$ cat src/rtl/fp_std_sched_pkg.sv
// Shared definitions for the fp_std (24-bit, 1s/8e/15m) datapath and its schedulers.
package fp_pkg;

    localparam int FP_WIDTH = 24;
    localparam int FP_EXP_W = 8;
    localparam int FP_MAN_W = 15;

    // Bit of the 4-bit op field that flips the sign of operand B before any op.
    localparam int FP_NEG_B = 2;

    typedef enum logic [1:0] {
        FP_ADD  = 2'b00,
        FP_MAX  = 2'b01,
        FP_MIN  = 2'b10,
        FP_ZERO = 2'b11
    } fp_op_e;

    typedef struct packed {
        logic                sign;
        logic [FP_EXP_W-1:0] exp;
        logic [FP_MAN_W-1:0] man;
    } fp_t;

    // All-ones exponent marks inf/NaN; such operands pass straight through the adder.
    function automatic logic fp_is_special(input logic [FP_EXP_W-1:0] e);
        return &e;
    endfunction

endpackage

$ cat src/rtl/fp_std.sv
// Combinational fp_std add/sub/max/min. Subnormals flush to zero, results truncate.
module fp_std
    import fp_pkg::*;
#(
    parameter int WIDTH = FP_WIDTH
) (
    input  logic [WIDTH-1:0] a,
    input  logic [WIDTH-1:0] b,
    input  logic [3:0]       op,
    output logic [WIDTH-1:0] result
);

    localparam int EW = FP_EXP_W;
    localparam int MW = FP_MAN_W;
    // hidden bit + mantissa + 3 guard bits for the aligned smaller operand
    localparam int SW = MW + 4;
    localparam logic [EW-1:0] EMAX = '1;

    fp_t fa, fb;
    fp_t big, sml, sum_res, res;
    logic a_ge, a_gt;
    logic [EW-1:0] diff;
    logic [SW-1:0] sig_b, sig_s, sig_sh, norm;
    logic [SW:0]   sum;
    logic [EW:0]   lz, exp_w;
    logic          unused_op3;

    // op[3] is reserved; kept only so the field stays 4 bits wide everywhere.
    assign unused_op3 = op[3];
    assign fa = a;
    assign fb = {b[WIDTH-1] ^ op[FP_NEG_B], b[WIDTH-2:0]};

    // Magnitude-ordered add/subtract with leading-one renormalisation.
    always_comb begin
        a_ge   = {fa.exp, fa.man} >= {fb.exp, fb.man};
        big    = a_ge ? fa : fb;
        sml    = a_ge ? fb : fa;
        sig_b  = (big.exp != '0) ? {1'b1, big.man, 3'b000} : '0;
        sig_s  = (sml.exp != '0) ? {1'b1, sml.man, 3'b000} : '0;
        diff   = big.exp - sml.exp;
        sig_sh = (diff >= EW'(SW)) ? '0 : (sig_s >> diff);
        sum    = (big.sign ^ sml.sign) ? ({1'b0, sig_b} - {1'b0, sig_sh})
                                       : ({1'b0, sig_b} + {1'b0, sig_sh});
        lz = '0;
        for (int i = 0; i < SW; i++) begin
            if (sum[i]) lz = (EW+1)'(SW - 1 - i);
        end
        norm    = sum[SW-1:0] << lz;
        exp_w   = '0;
        sum_res = '0;
        if (fp_is_special(fa.exp)) begin
            sum_res = fa;
        end else if (fp_is_special(fb.exp)) begin
            sum_res = fb;
        end else if (sum == '0) begin
            sum_res = '0;
        end else if (sum[SW]) begin
            exp_w        = {1'b0, big.exp} + (EW+1)'(1);
            sum_res.sign = big.sign;
            if (exp_w >= {1'b0, EMAX}) begin
                sum_res.exp = EMAX;
                sum_res.man = '0;
            end else begin
                sum_res.exp = exp_w[EW-1:0];
                sum_res.man = sum[SW-1 -: MW];
            end
        end else if ({1'b0, big.exp} <= lz) begin
            sum_res = '0;
        end else begin
            sum_res.sign = big.sign;
            sum_res.exp  = big.exp - lz[EW-1:0];
            sum_res.man  = norm[SW-2 -: MW];
        end
    end

    // Signed ordering for max/min, then final op select.
    always_comb begin
        if (fa.sign != fb.sign) a_gt = ~fa.sign;
        else if (fa.sign)       a_gt = {fa.exp, fa.man} < {fb.exp, fb.man};
        else                    a_gt = {fa.exp, fa.man} > {fb.exp, fb.man};
        case (fp_op_e'(op[1:0]))
            FP_ADD:  res = sum_res;
            FP_MAX:  res = a_gt ? fa : fb;
            FP_MIN:  res = a_gt ? fb : fa;
            default: res = '0;
        endcase
        result = res;
    end

endmodule

$ cat src/rtl/rr_arb.sv
// Combinational round-robin arbiter: first requester at or after ptr wins, wrapping mod N.
module rr_arb #(
    parameter  int N  = 4,
    localparam int PW = (N > 1) ? $clog2(N) : 1
) (
    input  logic [N-1:0]  req,
    input  logic [PW-1:0] ptr,
    input  logic          en,
    output logic [N-1:0]  grant
);

    // Walk from the farthest candidate back to ptr so the nearest requester is the last writer.
    always_comb begin
        logic [PW-1:0] idx;
        grant = '0;
        idx   = '0;
        if (en) begin
            for (int k = N - 1; k >= 0; k--) begin
                idx = PW'((int'(ptr) + k) % N);
                if (req[idx]) begin
                    grant      = '0;
                    grant[idx] = 1'b1;
                end
            end
        end
    end

endmodule

$ cat src/rtl/fp_std_sched.sv
// Round-robin scheduler sharing one fp_std among NREQ lanes: operand reg, result reg, tagged response.
module fp_std_sched
    import fp_pkg::*;
#(
    parameter  int NREQ  = 4,
    parameter  int WIDTH = FP_WIDTH,
    localparam int IDW   = $clog2(NREQ)
) (
    input  logic                  clk,
    input  logic                  rst_n,
    input  logic [NREQ-1:0]       req_valid,
    output logic [NREQ-1:0]       req_ready,
    input  logic [NREQ*WIDTH-1:0] req_a,
    input  logic [NREQ*WIDTH-1:0] req_b,
    input  logic [NREQ*4-1:0]     req_op,
    output logic                  rsp_valid,
    input  logic                  rsp_ready,
    output logic [IDW-1:0]        rsp_id,
    output logic [WIDTH-1:0]      rsp_data,
    output logic [15:0]           busy_cnt
);

    logic                 run_q;
    logic [IDW-1:0]       ptr_q, ptr_d;
    logic                 s1_valid_q, s1_valid_d;
    logic [WIDTH-1:0]     s1_a_q, s1_a_d, s1_b_q, s1_b_d;
    logic [3:0]           s1_op_q, s1_op_d;
    logic [IDW-1:0]       s1_id_q, s1_id_d;
    logic                 rsp_valid_q, rsp_valid_d;
    logic [IDW-1:0]       rsp_id_q, rsp_id_d;
    logic [WIDTH-1:0]     rsp_data_q, rsp_data_d;
    logic [15:0]          busy_q, busy_d;

    logic                 en;
    logic [NREQ-1:0]      grant;
    logic [IDW-1:0]       gnt_id;
    logic [WIDTH-1:0]     sel_a, sel_b, fp_res;
    logic [3:0]           sel_op;

    // Pipeline moves only when the result slot is empty or being drained; run_q keeps grants off in reset.
    assign en = ~rsp_valid_q | rsp_ready;

    rr_arb #(.N(NREQ)) u_arb (
        .req   (req_valid),
        .ptr   (ptr_q),
        .en    (en & run_q),
        .grant (grant)
    );

    assign req_ready = grant;

    // AND-OR operand mux keyed by grant so idle lanes' (possibly X) operands never leak in.
    always_comb begin
        sel_a  = '0;
        sel_b  = '0;
        sel_op = '0;
        gnt_id = '0;
        for (int i = 0; i < NREQ; i++) begin
            sel_a  = sel_a  | (req_a[i*WIDTH +: WIDTH] & {WIDTH{grant[i]}});
            sel_b  = sel_b  | (req_b[i*WIDTH +: WIDTH] & {WIDTH{grant[i]}});
            sel_op = sel_op | (req_op[i*4 +: 4] & {4{grant[i]}});
            if (grant[i]) gnt_id = IDW'(i);
        end
    end

    fp_std #(.WIDTH(WIDTH)) u_fp (
        .a      (s1_a_q),
        .b      (s1_b_q),
        .op     (s1_op_q),
        .result (fp_res)
    );

    // Next-state for pointer, both pipeline stages and the saturating busy counter.
    always_comb begin
        ptr_d       = ptr_q;
        s1_valid_d  = s1_valid_q;
        s1_a_d      = s1_a_q;
        s1_b_d      = s1_b_q;
        s1_op_d     = s1_op_q;
        s1_id_d     = s1_id_q;
        rsp_valid_d = rsp_valid_q;
        rsp_id_d    = rsp_id_q;
        rsp_data_d  = rsp_data_q;
        busy_d      = busy_q;
        if (|grant) begin
            ptr_d   = (gnt_id == IDW'(NREQ - 1)) ? '0 : gnt_id + IDW'(1);
            s1_a_d  = sel_a;
            s1_b_d  = sel_b;
            s1_op_d = sel_op;
            s1_id_d = gnt_id;
        end
        if (en) begin
            s1_valid_d  = |grant;
            rsp_valid_d = s1_valid_q;
            rsp_id_d    = s1_id_q;
            rsp_data_d  = fp_res;
        end
        if (s1_valid_q && busy_q != 16'hFFFF) busy_d = busy_q + 16'd1;
    end

    // State registers; reset drops every in-flight op.
    always_ff @(posedge clk or negedge rst_n) begin
        if (!rst_n) begin
            run_q       <= 1'b0;
            ptr_q       <= '0;
            s1_valid_q  <= 1'b0;
            s1_a_q      <= '0;
            s1_b_q      <= '0;
            s1_op_q     <= '0;
            s1_id_q     <= '0;
            rsp_valid_q <= 1'b0;
            rsp_id_q    <= '0;
            rsp_data_q  <= '0;
            busy_q      <= '0;
        end else begin
            run_q       <= 1'b1;
            ptr_q       <= ptr_d;
            s1_valid_q  <= s1_valid_d;
            s1_a_q      <= s1_a_d;
            s1_b_q      <= s1_b_d;
            s1_op_q     <= s1_op_d;
            s1_id_q     <= s1_id_d;
            rsp_valid_q <= rsp_valid_d;
            rsp_id_q    <= rsp_id_d;
            rsp_data_q  <= rsp_data_d;
            busy_q      <= busy_d;
        end
    end

    assign rsp_valid = rsp_valid_q;
    assign rsp_id    = rsp_id_q;
    assign rsp_data  = rsp_data_q;
    assign busy_cnt  = busy_q;

endmodule

$ cat config.mk
export PLATFORM = sky130hd
export DESIGN_NAME = fp_std_sched
export DESIGN_NICKNAME = d
export VERILOG_FILES = /design/src/rtl/fp_std_sched_pkg.sv /design/src/rtl/fp_std.sv /design/src/rtl/rr_arb.sv /design/src/rtl/fp_std_sched.sv
export SDC_FILE = /design/constraint.sdc
export NUM_CORES = 1
export LEC_CHECK = 0
export CAP_MARGIN = 20
export CORE_ASPECT_RATIO = 0.8
export CORE_UTILIZATION = 35
export CTS_CLUSTER_DIAMETER = 30
export CTS_CLUSTER_SIZE = 14
export DETAILED_ROUTE_END_ITERATION = 10
export PLACE_DENSITY = 0.67
export SYNTH_ARGS = -nofsm -noshare
export SYNTH_HDL_FRONTEND = slang
export SYNTH_SLANG_ARGS = --single-unit
$ cat constraint.sdc
create_clock -name clk -period 20.9 [get_ports clk]
set_input_delay 4.18 -clock clk [delete_from_list [all_inputs] [get_ports clk]]
set_output_delay 4.18 -clock clk [all_outputs]
set_load 0.02 [all_outputs]
== Yosys cells after proc, flatten, opt, wreduce, memory -nomap -nowiden ==
Index checks and enable logic that the tools add are counted.
Storage, ports and cells
  register bits after elaboration: 100
  input port bits: 215
  output and inout port bits: 47
  word-level logic and storage cells: 142
Operators by class
  $add $sub $neg: 10
  $lt $le $gt $ge: 14
  equal/unequal tests: 5
  shift operators: 2
  muxes and demuxes: 61
  bitwise operators: 27
  reductions and logical operators: 12
Operators by type and width (number)
  $mux 24: 9
  $and 24x24->24: 8
  $or 24x24->24: 6
  $mux 5: 19
  $pmux 24 s3: 1
  $mux 19: 3
  $ge 23x23->1: 1
  $gt 23x23->1: 1
  $lt 23x23->1: 1
  $mux 23: 1
  $add 19x19->20: 1
  $logic_not 20->1: 1
  $mux 20: 1
  $mux 4: 5
  $sub 19x19->20: 1
  $shl 19x5->18: 1
  $shr 19x8->19: 1
  $add 16x1->16 const B: 1
  $ne 16x16->1 const B: 1
  $reduce_and 8->1: 2
  $reduce_bool 8->1: 2
  $and 3x3->3: 4
  $lt 2x3->1 const B: 4
  $mux 1: 11
  other kinds (23): 45

== Longest topological paths before layout ==
  depth after elaboration: 34
  gate-level depth with buffers: 56
  depth with buffers taken out: 51

== Cells and area by module ==
Synthesis repeated with hierarchy kept, for this count alone.
Second synthesis, totals
  cell total of the unflattened synthesis: 1654
  area, all modules: 12798.5 µm²
Modules (own cells, without submodules)
  fp_std: instances 1, cells each 1137, area an instance 7533.5 µm², seq. area each 0.0 µm²
  fp_std_sched: instances 1, cells each 452, area an instance 4789.6 µm², seq. area each 2527.4 µm²
  rr_arb: instances 1, cells each 65, area an instance 475.5 µm², seq. area each 0.0 µm²

== Worst setup path before layout ==
Ideal clock, no wire load.
  path kind: flip-flop to flip-flop
  start: reg s1_b_q[20]
  end: reg rsp_data_q[13] (netlist: rsp_data[13])
  arrival: 10.336 ns
  required time: 20.796 ns
  setup slack: 10.460 ns
  cell stages (with the launch flop): 54
  buffers on the path: 7
  path through: dfrtp_1 clkbuf_1 inv_1 ha_1 buf_2 nand4_2 nor3_2 nand3_1 or2_4 a211oi_2 a41oi_1 ha_1 nor2b_1 a211o_1 nor2_1 mux4_2 and4_1 a221o_1 [... 18 more ...] o311ai_1 nor2_1 o21ai_1 and2_1 buf_2 inv_2 buf_6 buf_4 ha_1 and4_1 nand2_1 a211oi_1 a211oi_2 o311ai_1 or4_4 o21ai_4 nand2_2 o41ai_2
Between the ends
  cells in the longest elaborated chain, start to end: 34
  elaborated cells between the ends (all ways): 53
Ends and longest elaborated chain
  from (decl): RTL line fp_std_sched.sv:26  | logic [WIDTH-1:0] s1_a_q, s1_a_d, s1_b_q, s1_b_d;
  from (signal assigned): RTL line fp_std_sched.sv:108  | s1_b_q <= '0;
  from (signal assigned): RTL line fp_std_sched.sv:120  | s1_b_q <= s1_b_d;
  parallel branches: the longest is 33 deep, another holds $ge 23x23->1
  $pmux 24 s3 *: RTL line fp_std.sv:81  | case (fp_op_e'(op[1:0]))
  to (signal assigned): RTL line fp_std_sched.sv:125  | rsp_data_q <= rsp_data_d;
  to (decl): RTL line fp_std_sched.sv:31  | logic [WIDTH-1:0] rsp_data_q, rsp_data_d;
Every way passes the cells marked *.
A chain may end at the register's enable or synchronous reset.

== Worst setup path after layout ==
  start: reg s1_b_q[15]
  end: reg rsp_data_q[13] (netlist: rsp_data[13])
Same word-level chain as after synthesis.

==> flow_metrics.tcl <==
set metrics [dict create \
    status "complete, no violations" \
    grt-ovfl-total 0 \
    post_synth_num_cell_types 98 \
    endpoint "rsp_data[13]$_DFFE_PN0N_" \
    fill_cells 3621 \
    grt_antenna_before_repair 1 \
    fmax_mhz 75.30 \
    synth-main-ff-cell "dfrtp_1" \
    grt_max_degree 104 \
    finalWirelength_um 55090 \
    cts-buffers-inserted 9 \
    grt_pass1_wl_um 84000 \
    startpoint "s1_b_q[15]$_DFFE_PN0P_" \
    cts-root-buf "clkbuf_16" \
    first_pass_iters 6 \
    synth.top_cells.by_area "dfrtp_1 (20%), a22oi_1 (7.1%), ha_1 (6.0%)" \
    finalHoldViolCount 0 \
    met1_length_um 23620 \
    fin_crit_sh_pct 63.54 \
    cp-end-kind "flop" \
    first_global_vias 13996 \
    ys_async_sr_fraction_pct 100.0 \
    ios 262 \
    fin_tns_setup_ns 0 \
    crit_top_cell "ha_1" \
    antenna_cells 0 \
    yosysSeqAreaShare_pct 19.70 \
    place.detailed.hpwl_um 43000 \
    post_cts_buffers 0 \
    dr_wl_met2_um 24760 \
    die_h_um 172.4 \
    min_period_ns 13.28 \
    port_buffers 257 \
    synth_seq_cells 100 \
    route.met3.wl_um 5698 \
    yosysTopAreaCellShare_pct 19.70 \
    core_area_um2 35840 \
    clkTransAtPathRegs_ns 0.09 \
    syn2layout_area_growth_pct 26.01 \
    drt_iter0_markers 1952 \
    slew_viol_final 0 \
    drcViolationCount 0 \
    cp.arrival_ns 13.54 \
    htree_levels 3 \
    rsz0062_at_grt "no" \
    avgSynthCellArea_um2 7.476 \
    path_class "reg -> reg" \
    slew_headroom_pct 18.78 \
    required_ns 21.16 \
    cpPeakStageDelay_ns 0.73 \
    cts_sinks 100 \
    reg2reg_slack_ns 7.62 \
    synth_common_cells "nand2_1 (198), nor2_1 (188), a22oi_1 (120)" \
    hold_buffers 0 \
    hold_class "reg -> reg" \
    syn_inst 1699 \
    setup_viol 0 \
    cap_violations 0 \
    fp.dieArea_um2 37060 \
    clockBufferDepth 2 \
    post_cts_resized 0 \
    yosysMostFrequentCell "nand2_1" \
    synth_top_area_cell "dfrtp_1" \
    worstMarginPinSlew_ns 1.203 \
    yosysWarnings 0 \
    postRouteAntennaNets 0 \
    layout-drive-gt1-share_pct 7.200 \
    reg2reg_to "rsp_data[13]$_DFFE_PN0N_" \
    syn_nets 1976 \
    wl_per_cell_um 23.26 \
    skew_ns 0.009868 \
    nets 2161 \
    place.gp.congestion 1.006 \
    synth_area_um2 12700 \
    avgViaCountPerCell 6.401 \
    die_x_um 215.0 \
    synth-edff-count 0 \
    cp_max_fo 18 \
    critical_path.startpoint_type "flop" \
    critPathSlowestCell "ha_1" \
    num_vias 15164 \
    highest_layer "met5" \
    r2r_start "s1_b_q[15]$_DFFE_PN0P_" \
    initial_utilization_pct 35.44 \
    clk_latency_ns 0.37 \
    grtUsageTotal_pct 29.23 \
    rows 62 \
    cts_tree "yes" \
    rr_worst_depth 44 \
]
==> sequential cells by signal, summed over array words and instances, names as in the netlist <==
| signal | cells |
|---|---|
| busy_cnt | 16 |
| ptr_q | 2 |
| rsp_data | 24 |
| rsp_id | 2 |
| rsp_valid | 1 |
| run_q | 1 |
| s1_a_q | 24 |
| s1_b_q | 24 |
| s1_id_q | 2 |
| s1_op_q | 3 |
| s1_valid_q | 1 |
==> worst max-delay path, delay by kind of cell (launching register included) <==
kind | cells | cell delay (ns)
compound gates | 17 | 4.26
xor+xnor | 1 | 0.16
fa+ha+maj | 5 | 2.59
buf+inv | 6 | 1.86
flops | 1 | 0.49
simple gates | 15 | 3.79
==> per-layer routing <==
metal | GRT usage (%) | vias up
met2 | 47.31 | 854
li1 | - | 6872
met4 | 6.013 | 2
met5 | 0 | -
met1 | 40.39 | 7348
met3 | 5.646 | 88
==> how the worst min path moves through the flow <==
stage	from	endpoint	slack, ns	cells past startpoint
floorplan	s1_id_q[0]$_DFFE_PN0P_	rsp_id[0]$_DFFE_PN0N_	0.45	2
global placement	rsp_id[0]$_DFFE_PN0N_	rsp_id[0]$_DFFE_PN0N_	0.45	2
detailed placement	rsp_id[0]$_DFFE_PN0N_	rsp_id[0]$_DFFE_PN0N_	0.46	2
CTS	rsp_id[0]$_DFFE_PN0N_	rsp_id[0]$_DFFE_PN0N_	0.48	2
global route	busy_cnt[10]$_DFFE_PN0P_	busy_cnt[10]$_DFFE_PN0P_	0.52	1
finish	rsp_id[0]$_DFFE_PN0N_	rsp_id[0]$_DFFE_PN0N_	0.48	2
==> layout make-up <==
cell class	instances	area [µm²]	area share, %
repair buffers	286	2788	17.42
clock inverters	7	93.84	0.5863
well taps	480	600.6	3.753
flip-flops and latches	100	2502	15.64
multi-input cells	1425	9562	59.75
clock buffers	9	225.2	1.407
inverters	62	232.7	1.454
==> logic make-up after synthesis <==
family	count (synthesis)	synth area share, %
fa+ha+maj	62	6.167
xor+xnor	55	3.852
compound gates	655	36.37
buf+inv	174	5.477
flops	100	19.70
mux	56	6.738
other cells	1	0.02953
simple gates	596	21.66
==> per-stage QoR <==
step	area [µm²]	util [%]	hold slack, ns	worst slack [ns]	std cells
2_1_floorplan	12700	-	0.4465	10.46	1699
3_3_place_gp	15690	43.76	0.4525	8.112	2353
3_5_place_dp	15690	43.76	0.4631	8.056	2353
4_1_cts	16000	44.66	0.4826	7.992	2369
5_1_grt	16000	44.66	0.5193	6.738	2369
6_report	16000	44.66	0.4847	7.620	2369
==> cell usage in the layout, fill, tap and decap left out, types with 21 or more instances in the layout <==
cell type	synthesis	final
xor2_1	22	22
inv_1	58	58
ha_1	61	61
nor2_1	188	184
nand3_1	47	47
a22oi_1	120	120
and3_1	23	23
dfrtp_1	100	100
clkdlybuf4s50_1	0	256
a21oi_1	118	118
o211ai_1	24	24
nand4_1	21	21
xnor2_1	32	32
buf_4	4	30
nor3_1	25	24
nand2_1	198	197
mux2i_1	27	27
a31oi_1	76	76
o21ai_0	83	83
mux4_2	23	23
Power is not shown: default switching activity piles up to over one toggle a cycle in this logic, so the estimate is an artifact.
